`src/rtl/exe_mem_reg.sv`:
```
// exe_mem_reg: EXE->MEM pipeline register, data-RAM request and load-data hold.
// Optional forwarding outputs are enabled by defining EXE_MEM_FWD_EN.
module exe_mem_reg (
  input  logic        clk,
  input  logic        rst,
  input  logic        flush,
  input  logic        exe_valid,
  output logic        exe_allowin,
  input  logic [4:0]  exe_rd,
  input  logic        exe_rf_we,
  input  logic        exe_res_from_dram,
  input  logic        exe_dram_we,
  input  logic [31:0] exe_alu_result,
  input  logic [31:0] exe_dram_wdata,
  input  logic [31:0] exe_pc,
  output logic        data_sram_en,
  output logic [3:0]  data_sram_we,
  output logic [31:0] data_sram_addr,
  output logic [31:0] data_sram_wdata,
  input  logic [31:0] data_sram_rdata,
  input  logic        wb_allowin,
  output logic        mem_valid,
  output logic [4:0]  mem_rd,
  output logic        mem_rf_we,
  output logic [31:0] mem_pc,
  output logic [31:0] mem_final_result
`ifdef EXE_MEM_FWD_EN
  ,
  output logic        mem_fwd_valid,
  output logic [4:0]  mem_fwd_rd,
  output logic [31:0] mem_fwd_data
`endif
);

  typedef enum logic [1:0] {
    S_EMPTY = 2'd0,
    S_FRESH = 2'd1,
    S_HELD  = 2'd2
  } state_t;

  state_t      r_state;
  logic        r_valid;
  logic [4:0]  r_rd;
  logic        r_rf_we;
  logic        r_res_from_dram;
  logic [31:0] r_pc;
  logic [31:0] r_alu_result;
  logic [31:0] r_hold;

  logic        w_allowin;
  logic        w_accept;
  logic        w_mem_req;
  logic [31:0] w_final;

  assign w_allowin = flush | ~r_valid | wb_allowin;
  assign w_accept  = w_allowin & exe_valid & ~flush;
  assign w_mem_req = exe_res_from_dram | exe_dram_we;

  assign exe_allowin     = w_allowin;
  assign data_sram_en    = w_accept & w_mem_req;
  assign data_sram_we    = {4{exe_dram_we & data_sram_en}};
  assign data_sram_addr  = exe_alu_result;
  assign data_sram_wdata = exe_dram_wdata;

  always_ff @(posedge clk) begin
    if (rst) begin
      r_valid         <= 1'b0;
      r_rd            <= 5'd0;
      r_rf_we         <= 1'b0;
      r_res_from_dram <= 1'b0;
      r_pc            <= 32'd0;
      r_alu_result    <= 32'd0;
    end else if (w_allowin) begin
      r_valid <= w_accept;
      if (w_accept) begin
        r_rd            <= exe_rd;
        r_rf_we         <= exe_rf_we;
        r_res_from_dram <= exe_res_from_dram;
        r_pc            <= exe_pc;
        r_alu_result    <= exe_alu_result;
      end
    end
  end

  // RAM data is only live the cycle after the request; latch it if WB stalls.
  always_ff @(posedge clk) begin
    if (rst) begin
      r_state <= S_EMPTY;
      r_hold  <= 32'd0;
    end else if (w_accept) begin
      r_state <= S_FRESH;
    end else begin
      case (r_state)
        S_FRESH: begin
          if (flush) begin
            r_state <= S_EMPTY;
          end else if (!wb_allowin) begin
            r_state <= S_HELD;
            r_hold  <= data_sram_rdata;
          end else begin
            r_state <= S_EMPTY;
          end
        end
        S_HELD: begin
          if (flush || wb_allowin)
            r_state <= S_EMPTY;
        end
        default: r_state <= S_EMPTY;
      endcase
    end
  end

  always_comb begin
    w_final = r_alu_result;
    if (r_res_from_dram && r_state == S_FRESH)
      w_final = data_sram_rdata;
    else if (r_res_from_dram && r_state == S_HELD)
      w_final = r_hold;
  end

  assign mem_valid        = r_valid;
  assign mem_rd           = r_rd;
  assign mem_rf_we        = r_rf_we & r_valid;
  assign mem_pc           = r_pc;
  assign mem_final_result = w_final;

`ifdef EXE_MEM_FWD_EN
  assign mem_fwd_valid = r_valid & r_rf_we & (r_rd != 5'd0);
  assign mem_fwd_rd    = r_rd;
  assign mem_fwd_data  = w_final;
`endif

endmodule

```
`config.mk`:
```
export PLATFORM = sky130hd
export DESIGN_NAME = exe_mem_reg
export DESIGN_NICKNAME = d
export VERILOG_FILES = /design/src/rtl/exe_mem_reg.sv
export SDC_FILE = /design/constraint.sdc
export NUM_CORES = 1
export LEC_CHECK = 0
export ABC_CLOCK_PERIOD_IN_PS = 1300
export BUFFER_PORTS_ARGS = -buffer_cell sky130_fd_sc_hd__buf_2
export CORE_UTILIZATION = 40
export CTS_CLUSTER_DIAMETER = 30
export DETAILED_ROUTE_END_ITERATION = 10
export PLACE_DENSITY = 0.86
export RECOVER_POWER = 25
export REMOVE_ABC_BUFFERS = 1
export SYNTH_ARGS = -nofsm -noshare
export SYNTH_HDL_FRONTEND = slang
export SYNTH_SLANG_ARGS = --single-unit
```
`constraint.sdc`:
```
create_clock -name clk -period 1.3 [get_ports clk]
set_input_delay 0.195 -clock clk [delete_from_list [all_inputs] [get_ports clk]]
set_output_delay 0.195 -clock clk [all_outputs]
set_load 0.005 [all_outputs]
```
==> results.md, run 1 <==
- From left edge to right edge, the die measures 113 um.
- After clock tree synthesis, the clock-pin slew on the worst setup and hold paths is around 0.07 ns.
- After detailed routing, the number of vias per cell comes to 5.08.
- The number of remaining DRC errors is 0.
- The number of antenna diodes in the final layout is 0.
- The data required time of the worst path is around 1.1 ns.
- The final routed wire length divided by cell count is roughly 17 um.
- Headroom to the max-slew limit came out at 0.802.
- The kind of path behind the tightest hold check is in -> reg.
- The starting utilization of the core area is 0.412.
- The clock buffer count from CTS is 9.
- Prior to clock tree synthesis, the placed netlist has a worst setup slack of -0.134 ns.
- For this run, the register share of the synthesized area comes to 0.428.
- The number of nets still failing antenna checks after routing is 0.
- The final layout contains routed wiring with a total length of approximately 15000 um.
- The number of different library cells in the post-synthesis netlist is 32.
- In the post-synthesis netlist, the biggest area contributors are dfxtp_1 43%, a22o_1 12%, buf_4 10%.
- Dividing the synthesized area by the synthesized cell count gives just over 9 sq um.
- The final-report max-slew violation count is 0.
- The commonest cells after synthesis are 106 x dfxtp_1, 70 x a22o_1, 67 x buf_4.
- The largest net degree at the start of global routing is 53.
- The height of the die is 113 um.
- The core region area is approximately 0.012 sq mm.
- The relative area change from synthesis to final layout is 34.1%.
- Buffers inserted to repair hold after CTS numbered 0.
- The maximum net fanout on the critical path is 18.
- The kind of cell adding the most delay to the critical path is buffers and inverters.
- The checks that failed: negative setup slack.
- The slowest stage of the critical path is the dfxtp_2 cell.
- The critical path class is reg -> out.
- The number of failing setup endpoints in the final timing report is around 80.
- The number of I/O pins is between 200 and 300.
- The signal on the critical path passes through nand3b_1 > buf_6 > clkbuf_16 > a31oi_1 > buf_2.
- The number of nets in the final layout is 844.
- Buffers placed on the I/O ports in this run total 217.
- Setup repair after global routing could not meet its margin everywhere.
- The number of instances in the synthesized netlist is about 530.
- For the worst setup path, the data arrival time is around 1.6 ns.
- Of the cells placed in the final design, the portion with a size suffix greater than 1 is 0.425.
- The worst hold slack after final layout is roughly 0.066 ns.
- The cell total after placement is 830.
- The aggregate global-route resource usage is 0.211.
- The via count of the first global-routing pass was around 4000.
- The total overflow left after global routing is 0.
- In the finished design, the share of the clock period the worst path needs comes to 1.37.
- Clock skew on the completed layout was measured at a little over 0.004 ns.
- The tool flagged a number of max-cap violations equal to 0.
- The run finished, with violations left.
- The transition time at the pin with the least slew margin is slightly below 0.3 ns.
- The largest incremental delay on the critical path is 0.34 ns.
- The first global-routing pass estimated 20600 um of wire.
- The start point of the critical path is r_state[1].
- The maximum level of the CTS H-tree is 3.
- Across the VDD grid, the largest voltage drop is between 0.0005 and 0.0006 V.
- The setup slack of the most critical reg-to-reg path is -0.24 ns.
- The proportion of netlist area held by the largest area contributor is 0.428.
- The number of enable-type register cells in the synthesized netlist is 0.
- Power comes to 7320 uW.
- The clock passes through at most 2 buffers.
- Clock tree synthesis selected as its root buffer the cell clkbuf_16.
- In this run the most critical hold path is launched from exe_pc[0].
- The largest total area in the synthesized netlist belongs to dfxtp_1.
- The achievable clock frequency is roughly 560 MHz.
- Yosys instantiated no cell more often than dfxtp_1.
- The die outline area is 0.0129 sq mm.
- In this run the power density over the cells is about 1100 mW/mm^2.
- Summing every instance area after synthesis gives just under 0.005 sq mm.
- The congestion estimate from routability-driven global placement came to slightly above 0.8.
- The Yosys step of the flow raised 0 warnings.
- At the end of the flow the core is filled with cells to 0.552.
- The worst setup path is captured at an output pin.
- The number of sinks handled by clock tree synthesis is around 110.
- The post-layout minimum cycle time is 1.79 ns.
- The number of violations reported at the end of detailed-routing iteration 0 is approximately 320.
- Row generation in the floorplan step produced 40 rows.
- The startpoint identified for the worst register-to-register timing path is r_state[1].
- The worst path buffer plus inverter count is 3.
- The wire-length estimate of the detail-placed layout is 9440 um.
- The number of antenna violations at the first check in global routing is 0.
- The share of flip-flops with an asynchronous set or reset after synthesis is 0.
- The post-layout instance count excluding filler cells is 876.
- After layout, the worst setup slack is -0.486 ns.
- Counting the fill cells in the layout gives roughly 1100.
- The number of iterations in the first detailed-routing pass is 5.
- The number of hold violations in the final report is 0.
- TritonCTS built the clock tree.
- The leakage power summed over all cells is 0.00307 uW.
- STA classifies the critical path startpoint as a flop.
- The most used flip-flop cell after synthesis is dfxtp_1.
- The post-synthesis sequential element count is 106.
- The source-to-sink clock delay at the later pin of the worst-skew pair is 0.33 ns.
- The routed via count is approximately 4400.
final timing paths:
kind                                to  depth (start not counted)
setup reg to reg             r_hold[4]                          6
hold reg to reg             r_hold[29]                          2
hold / removal               mem_pc[0]                          2
setup / recovery  mem_final_result[24]                          5
through the flow:
stage | area (sq um) | setup TNS, ns
global route | 6650 | -25.25
floorplan | 4220 | -106.58
CTS | 6360 | -19.32
detailed placement | 5750 | -2.36
finish | 6650 | -19.20
global placement | 5750 | -1.62
per-layer routing:
layer | GRT usage | vias to the layer above | part of all wire
li1 | - | 2125 | -
met5 | 0.0431 | - | 0.0038
met2 | 0.346 | 240 | 0.48
met1 | 0.251 | 2057 | 0.42
met3 | 0.0739 | 22 | 0.082
met4 | 0.0807 | 2 | 0.018
report_power, final:
group	switching [uW]	total [uW]	internal [uW]	leakage, uW
Combinational	409	927	518	0.00205
Sequential	71.1	3440	3370	0.000865
Clock	1210	2950	1750	0.000159
Total	1690	7320	5630	0.00307
layout make-up:
| type | count | area, sq um | share of cell area |
|---|---|---|---|
| Multi-Input combinational cell | 319 | 2140 | 0.321 |
| Sequential cell | 106 | 2130 | 0.320 |
| Timing Repair Buffer | 267 | 1850 | 0.278 |
| Clock buffer | 10 | 239 | 0.0359 |
| Tap cell | 168 | 210 | 0.0316 |
| Clock inverter | 6 | 90.1 | 0.0135 |
cell usage in the layout (no fill, tap or decap), types with 2 or more instances in the layout:
cell and count:
nand3b_1 2, dfxtp_2 3, nand2_1 64, dfxtp_1 102, mux2i_2 2, buf_8 2
buf_12 11, buf_2 217, mux2i_1 30, nand2b_4 2, bufinv_16 2, buf_16 4
nand2b_1 65, buf_4 14, a22o_1 70, clkbuf_16 15, nor3_4 2, buf_6 13
a31oi_1 31, nor2_1 32, clkinv_4 2
registers in the layout (all words and copies together) (netlist names):
name             count
mem_pc              32
r_alu_result        32
r_hold              32
mem_rd               5
r_state              2
mem_valid            1
r_res_from_dram      1
r_rf_we              1
kinds of logic after synthesis:
| group | after synthesis | share of synthesized area |
|---|---|---|
| mux | 32 | 0.0645 |
| buf+inv | 106 | 0.150 |
| compound gates | 108 | 0.174 |
| flops | 106 | 0.428 |
| xor+xnor | 1 | 0.00176 |
| simple gates | 178 | 0.181 |
repair_timing:
item,4_1_cts,5_1_grt
gates cloned,5,9
endpoints found under the setup margin,63,140
setup buffers,10,11
pin swaps,3,14
gates resized for setup,19,27
Note: power is estimated with default switching activity, not from simulation.
==> run 2: changes to the inputs <==
--- a/config.mk
+++ b/config.mk
@@ -5,12 +5,12 @@
 export SDC_FILE = /design/constraint.sdc
 export NUM_CORES = 1
 export LEC_CHECK = 0
-export ABC_CLOCK_PERIOD_IN_PS = 1300
+export ABC_CLOCK_PERIOD_IN_PS = 2300
 export BUFFER_PORTS_ARGS = -buffer_cell sky130_fd_sc_hd__buf_2
 export CORE_UTILIZATION = 40
 export CTS_CLUSTER_DIAMETER = 30
 export DETAILED_ROUTE_END_ITERATION = 10
-export PLACE_DENSITY = 0.86
+export PLACE_DENSITY = 0.77
 export RECOVER_POWER = 25
 export REMOVE_ABC_BUFFERS = 1
 export SYNTH_ARGS = -nofsm -noshare
==> constraint.sdc (replaced) <==
create_clock -name clk -period 2.3 [get_ports clk]
set_input_delay 0.345 -clock clk [delete_from_list [all_inputs] [get_ports clk]]
set_output_delay 0.345 -clock clk [all_outputs]
set_load 0.005 [all_outputs]
==> run 2 against run 1 <==
- the flow now finishes without violations
- count of clock-buffer cells in the layout stayed put
- worst setup slack gained 0.74 ns
- critical path depth did not move
- sequential share of layout area up 4.0 points
- die area is the same
- sequential power is 44% lower
- utilization down 6.4 points
- clock power down 51%
- worst hold slack better by 0.14 ns
- non-clock buffer count is 36 lower
- register-to-register slack better by 1.1 ns
- global-route usage fell by 1.8 points
- critical path type unchanged
- highest routed layer unchanged
==> results.md, run 2 (synthesis gave the netlist of run 1 again) <==
- Setup repair after global routing left no endpoint under its margin.
- At the pin with the least slew margin, the transition time is 0.555 ns.
- The startpoint of the worst-slack reg-to-reg timing path is mem_valid.
- The number of antenna violations at the first check in global routing was 0.
- The number of cells on the worst reg-to-reg path is 4.
- The core region area is about 0.012 sq mm.
- In the global route stage, overall resource usage came out at 0.193.
- The worst setup path is captured at an output pin.
- The worst-case setup slack after placement is around 0.58 ns.
- The via count of the first global-routing pass is about 3600.
- The most common cell after layout, fill and taps aside is buf_2.
- Setup total negative slack on the finished layout was measured at 0 ns.
- The worst-case clock skew is around 0.011 ns.
- The worst setup path is of the reg -> out kind.
- The global-route wire length before repair is 19000 um.
- Derived from the worst setup path, the maximum achievable clock frequency is 488 MHz.
- The post-CTS repair timing setup buffer count is 0.
- The relative area change from synthesis to final layout is 18.6%.
- The total internal power is approximately 2900 uW.
- The total length of routed wires is about 12000 um.
- The source-to-sink clock delay at the later pin of the worst-skew pair is approximately 0.34 ns.
- The number of hold violations in the final report was 0.
- Of the total power, combinational logic draws 0.112.
- The worst setup path is launched from a flop.
- In the layout the commonest cells are 205 x buf_2, 106 x dfxtp_1, 70 x a22o_1.
- For this run, the number of standard cells in the final layout without fillers is between 800 and 900.
- The setup slack of the most critical reg-to-reg path is around 0.85 ns.
- The height of the die is between 100 and 150 um.
- The most critical setup path has its startpoint at r_state[1].
- The sequential group share of total power is 0.509.
- Entering global routing, the biggest net connects 53 pins.
- In this run, placement finished with an instance count of about 820.
- For this design, the CTS-stage hold fixing added 0 buffers.
- For this block, the initial DRC count from the detailed router was 220.
- Setup violations remaining at the end of the flow were counted as 0.
- After filler insertion, the fill cell instance count of the layout stands at about 1200.
- The count of nets left with antenna violations once routing finished came out at 0.
- The number of nets in the final layout is just over 800.
- The final route contains a little over 4000 vias.
- At the worst endpoint, the required time is slightly below 2 ns.
- Of the total power, the clock network draws 0.380.
- The number of remaining DRC errors is 0.
- The final worst setup slack is 0.252 ns.
- The number of sinks handled by clock tree synthesis is 106.
- After clock tree synthesis, the clock-pin slew on the worst setup and hold paths is roughly 0.070 ns.
- The maximum net fanout on the critical path is 13.
- For this design the static power due to leakage is roughly 0.0027 uW.
- Across the run, the number of max-cap violations was 0.
- The die outline area is 0.0129 sq mm.
- The count of buffers from port buffering is 217.
- The worst slew margin relative to its limit is 0.630.
- The initial utilization of the core area, before any placement, comes to 0.412.
- The endpoint of the lowest-slack register-to-register path is mem_pc[25].
- The termination of the worst setup path is mem_final_result[9].
- IR analysis of the VDD net gives a maximum drop of about 0.00046 V.
- The worst path in the final design needs a cycle of 2.05 ns, including I/O delays and setup.
- The post-cts resize count is 0.
- The maximum level of the CTS H-tree is 3.
- The die boundary width is roughly 110 um.
- The data arrival time of the critical path is 1.70 ns.
- The cell sitting at the root of the clock tree is a clkbuf_16.
- Routability-driven placement finished with a final weighted congestion of between 0.7 and 0.8.
- The final-report max-slew violation count came to 0.
- The worst hold slack after final layout is 0.208 ns.
- The fraction of layout instances using a drive strength above 1 is 0.359.
- In the finished design, the share of the clock period the worst path needs comes to 0.890.
- For this design the top-level I/O count stands at 282.
- The kind of path behind the tightest hold check is in -> reg.
- The CTS tree is yes.
- Summed over all nets, the half-perimeter wirelength after detailed placement is about 9000 um.
- After detailed routing, the number of vias per cell comes to 4.83.
- The flow ran to the end, and the final reports show no timing, DRC or antenna violations.
- The first TritonRoute pass finished after 8 iterations.
- The switching part of the total is 0.241.
- The power density over the cells is roughly 650 mW/mm^2.
- The maximum clock path buffer count is 2.
- The leftover overflow at the end of global routing is 0.
- The total power is 3810 uW.
- The switching power summed over all nets is ~920 uW.
- The clock buffer count from CTS is 9.
- In this run the core area contains 40 standard-cell rows.
- After detailed routing, the average wire length per cell comes to roughly 15 um.
[run 2: power by group through the flow]
stage / Clock, uW / Sequential (uW) / Combinational, uW
after CTS: 1490 / 1940 / 435
after floorplan: 0 / 1980 / 167
final: 1450 / 1940 / 426
after global routing: 1570 / 1950 / 471
after global placement: 0 / 1980 / 428
after detailed placement: 0 / 1980 / 435
[run 2: through the flow]
stage | utilization | cell area [sq um]
detailed placement | 0.466 | 5620
CTS | 0.489 | 5900
global placement | 0.466 | 5620
global route | 0.488 | 5880
floorplan | - | 4220
finish | 0.488 | 5890
[run 2: layout make-up]
| cell class | instances | area [sq um] | area share |
|---|---|---|---|
| antenna | 1 | 2.50 | 0.000425 |
| clock buffer | 10 | 239 | 0.0406 |
| clock inverter | 6 | 40.0 | 0.00680 |
| multi-input combinational | 319 | 2100 | 0.356 |
| sequential | 106 | 2120 | 0.360 |
| tap | 168 | 210 | 0.0357 |
| timing repair buffer | 231 | 1180 | 0.200 |
[run 2: routing by layer]
metal  up-vias  GRT usage  wire length, um
li1       2041          -                -
met1      1807      0.260             5850
met2       207      0.285             5270
met3         7     0.0765             1240
met4         2     0.0430               89
met5         -     0.0431               44
[run 2: how the worst min path moves through the flow]
stage	start	endpoint	slack [ns]	cells past startpoint
3_5_place_dp	mem_pc[5]	mem_pc[5]	0.46	1
6_report	exe_pc[9]	mem_pc[9]	0.21	2
5_1_grt	exe_rd[2]	mem_rd[2]	0.21	2
2_1_floorplan	rst	r_res_from_dram	0.41	1
3_3_place_gp	r_rf_we	r_rf_we	0.45	1
4_1_cts	exe_pc[9]	mem_pc[9]	0.20	2
[run 2: worst max-delay path, stage by stage, from the launching register on]
cell     delay, ns
dfxtp_1       0.46
and3b_1       0.22
buf_4         0.20
nand2_1       0.07
a31oi_1       0.25
buf_2         0.17
==> run 3: changes to the inputs <==
--- a/config.mk
+++ b/config.mk
@@ -11,7 +11,7 @@
 export CTS_CLUSTER_DIAMETER = 30
 export DETAILED_ROUTE_END_ITERATION = 10
 export PLACE_DENSITY = 0.77
-export RECOVER_POWER = 25
+export RECOVER_POWER = 100
 export REMOVE_ABC_BUFFERS = 1
 export SYNTH_ARGS = -nofsm -noshare
 export SYNTH_HDL_FRONTEND = slang
==> run 3 against run 2 <==
- via count fell by 0.39%
- maximum frequency fell by 0.62%
- count of clock-buffer cells in the layout did not move
- sequential share of layout area rose by 0.50 points
- sequential power barely moved
- combinational power fell by 3%
- largest power group unchanged
- final area fell by 1.4%
- largest cell class unchanged
==> results.md, run 3 (synthesis gave the netlist of run 1 again) <==
- The run finished with clean final reports.
- The clock network fraction of design power is 0.381.
- For this run, design rule violations remaining after detail routing come to 0.
- The worst hold slack after final layout is between 0.2 and 0.25 ns.
- The path class of the tightest hold or removal check is in -> reg.
- The total half-perimeter wirelength after legalization and detailed placement is 9000 um.
- The kind of cell adding the most delay to the critical path is buffers and inverters.
- Dividing the final minimum period by the clock period gives 0.896.
- After global routing the overflow that remains totals 0.
- The fraction of layout instances using a drive strength above 1 is 0.292.
- The worst setup path is of the reg -> out kind.
- After floorplanning, the core was sized to cover about 0.012 sq mm.
- The final-report max-slew violation count is 0.
- The number of vias per cell is 4.81.
- The global-route wire length before repair is roughly 19000 um.
- The setup slack of the most critical reg-to-reg path is 0.37 ns.
- The number of iterations in the first detailed-routing pass is 6.
- The transition time at the pin with the least slew margin is between 1 and 1.5 ns.
- In this run, the number of DRC markers left after iteration 0 of detailed routing was 226.
- The signal on the critical path passes through nand3b_1 > buf_4 > nor2_1 > a31oi_1 > clkbuf_2.
- The internal power of the cells totals between 2000 and 3000 uW.
- The leakage power summed over all cells is 0.00251 uW.
- Setup violations remaining at the end of the flow were counted as 0.
- The number of antenna violations at the first check in global routing was 0.
- In the final timing run, aggregate negative setup slack is 0 ns.
- The die outline area is between 0.01 and 0.015 sq mm.
- The nature of the critical path startpoint is a flop.
- The data required time of the worst path is 1.96 ns.
- The number of hold violations in the final report is 0.
- The largest net degree at the start of global routing is 53.
- The detail route stage leaves a number of antenna-violating nets equal to 0.
- The number of nets in the final layout is between 800 and 900.
- The worst-case clock skew is around 0.010 ns.
- The smallest clock period supported by the final layout is computed as between 2 and 2.5 ns.
- Summing internal, switching and leakage power gives 3800 uW.
- The clock buffer count from CTS is 9.
- CTS built an H-tree with a depth of 3.
- From bottom edge to top edge, the die measures ~110 um.
- The worst slew margin relative to its limit is 0.274.
- IR analysis of the VDD net gives a maximum drop of 0.000466 V.
- The via count of the first global-routing pass is around 3600.
- The final routed wire length divided by cell count is around 15 um.
- The post-CTS repair timing setup buffer count is 0.
- The maximum net fanout on the critical path is 36.
- The switching power summed over all nets is 919 uW.
- The source-to-sink clock delay at the later pin of the worst-skew pair is between 0.3 and 0.4 ns.
- Relative to the synthesized area, the layout overhead comes to 17.0%.
- The number of buffers inserted by hold repair at cts is 0.
- The top cell types in the final layout, fill and taps aside, are 157 x buf_2, 106 x dfxtp_1, 70 x a22o_1.
- The aggregate global-route resource usage is 0.193.
- Excluding fillers, the count of instances in the completed layout stands at approximately 840.
- The placed instances occupy a cell area of approximately 0.0056 sq mm.
- Detailed routing inserted a total of roughly 4000 vias.
- The CTS tree is yes.
- Setup repair after global routing left no endpoint under its margin.
- The tree is rooted in a clkbuf_16.
- Post-CTS repair changed the size of 0 cells.
- STA puts the critical path data arrival time at 1.72 ns.
- Static timing analysis puts the maximum clock frequency at 485 MHz.
- The worst setup path is captured at an output pin.
- The maximum clock path buffer count is 2.
- Of the total power, registers draw 0.510.
- about 280 I/O pins were placed.
- The cell at the slowest stage of the critical path is dfxtp_1.
- The largest incremental delay on the critical path is between 0.4 and 0.5 ns.
- Of the total power, the share spent switching nets is 0.242.
- Max-cap violations in this run came to 0.
- The library cell used most frequently in the layout, excluding fill and tap cells, is buf_2.
- Of the total power, combinational logic draws 0.109.
- The number of buffers and inverters on the critical path is 2.
- The final instance area is around 0.0058 sq mm.
- The number of sinks handled by clock tree synthesis is 106.
- The die boundary width is approximately 110 um.
- The clock edge transition at the registers on the reported setup and hold paths is 0.07 ns.
- The power density over the cells is between 600 and 700 mW/mm^2.
- For this configuration, the core starts out at a cell density of 0.412.
- The count of buffers added on input and output ports is ~220.
- Once placement completed, the tool counted placed cells totaling 824.
- The total length of routed wires is between 10000 and 15000 um.
- The placement row count is 40.
- Routability-driven placement finished with a final weighted congestion of between 0.7 and 0.8.
-- run 3: cell type report --
type	instances	area (sq um)
Antenna cell	1	2.50
Clock buffer	10	239
Clock inverter	6	40.0
Fill cell	1239	6250
Multi-Input combinational cell	319	2080
Sequential cell	106	2120
Tap cell	168	210
Timing Repair Buffer	231	1110
-- run 3: metal layers --
layer | global-route usage | wire length [um] | share of wire
met5 | 0.0431 | 44 | 0.0035
met4 | 0.0430 | 89 | 0.0071
met3 | 0.0765 | 1120 | 0.090
met2 | 0.285 | 5260 | 0.42
met1 | 0.260 | 5990 | 0.48
-- run 3: metrics by stage --
step	setup WS (ns)	util
2_1_floorplan	0.0107	-
3_3_place_gp	0.616	0.466
3_5_place_dp	0.578	0.466
4_1_cts	0.208	0.489
5_1_grt	0.0657	0.481
6_report	0.239	0.481
-- run 3: power groups by stage --
stage | Clock [uW] | Sequential (uW) | Combinational, uW
floorplan | 0 | 1980 | 167
global placement | 0 | 1980 | 428
detailed placement | 0 | 1980 | 435
CTS | 1490 | 1940 | 435
global route | 1570 | 1950 | 459
finish | 1450 | 1940 | 414
-- run 3: worst reg2reg max path: cells and delay by family, from the launching register on --
kind	cells	cell delay, ns
compound gates	1	0.27
buf+inv	1	0.85
flops	1	0.36
simple gates	2	0.39
-- run 3: final timing paths --
kind,start,cells after the start,end
worst max-delay path,r_state[1],5,mem_final_result[16]
worst min-delay path,exe_pc[9],2,mem_pc[9]
worst max register to register,mem_valid,4,mem_pc[25]
worst min register to register,r_hold[1],2,r_hold[1]
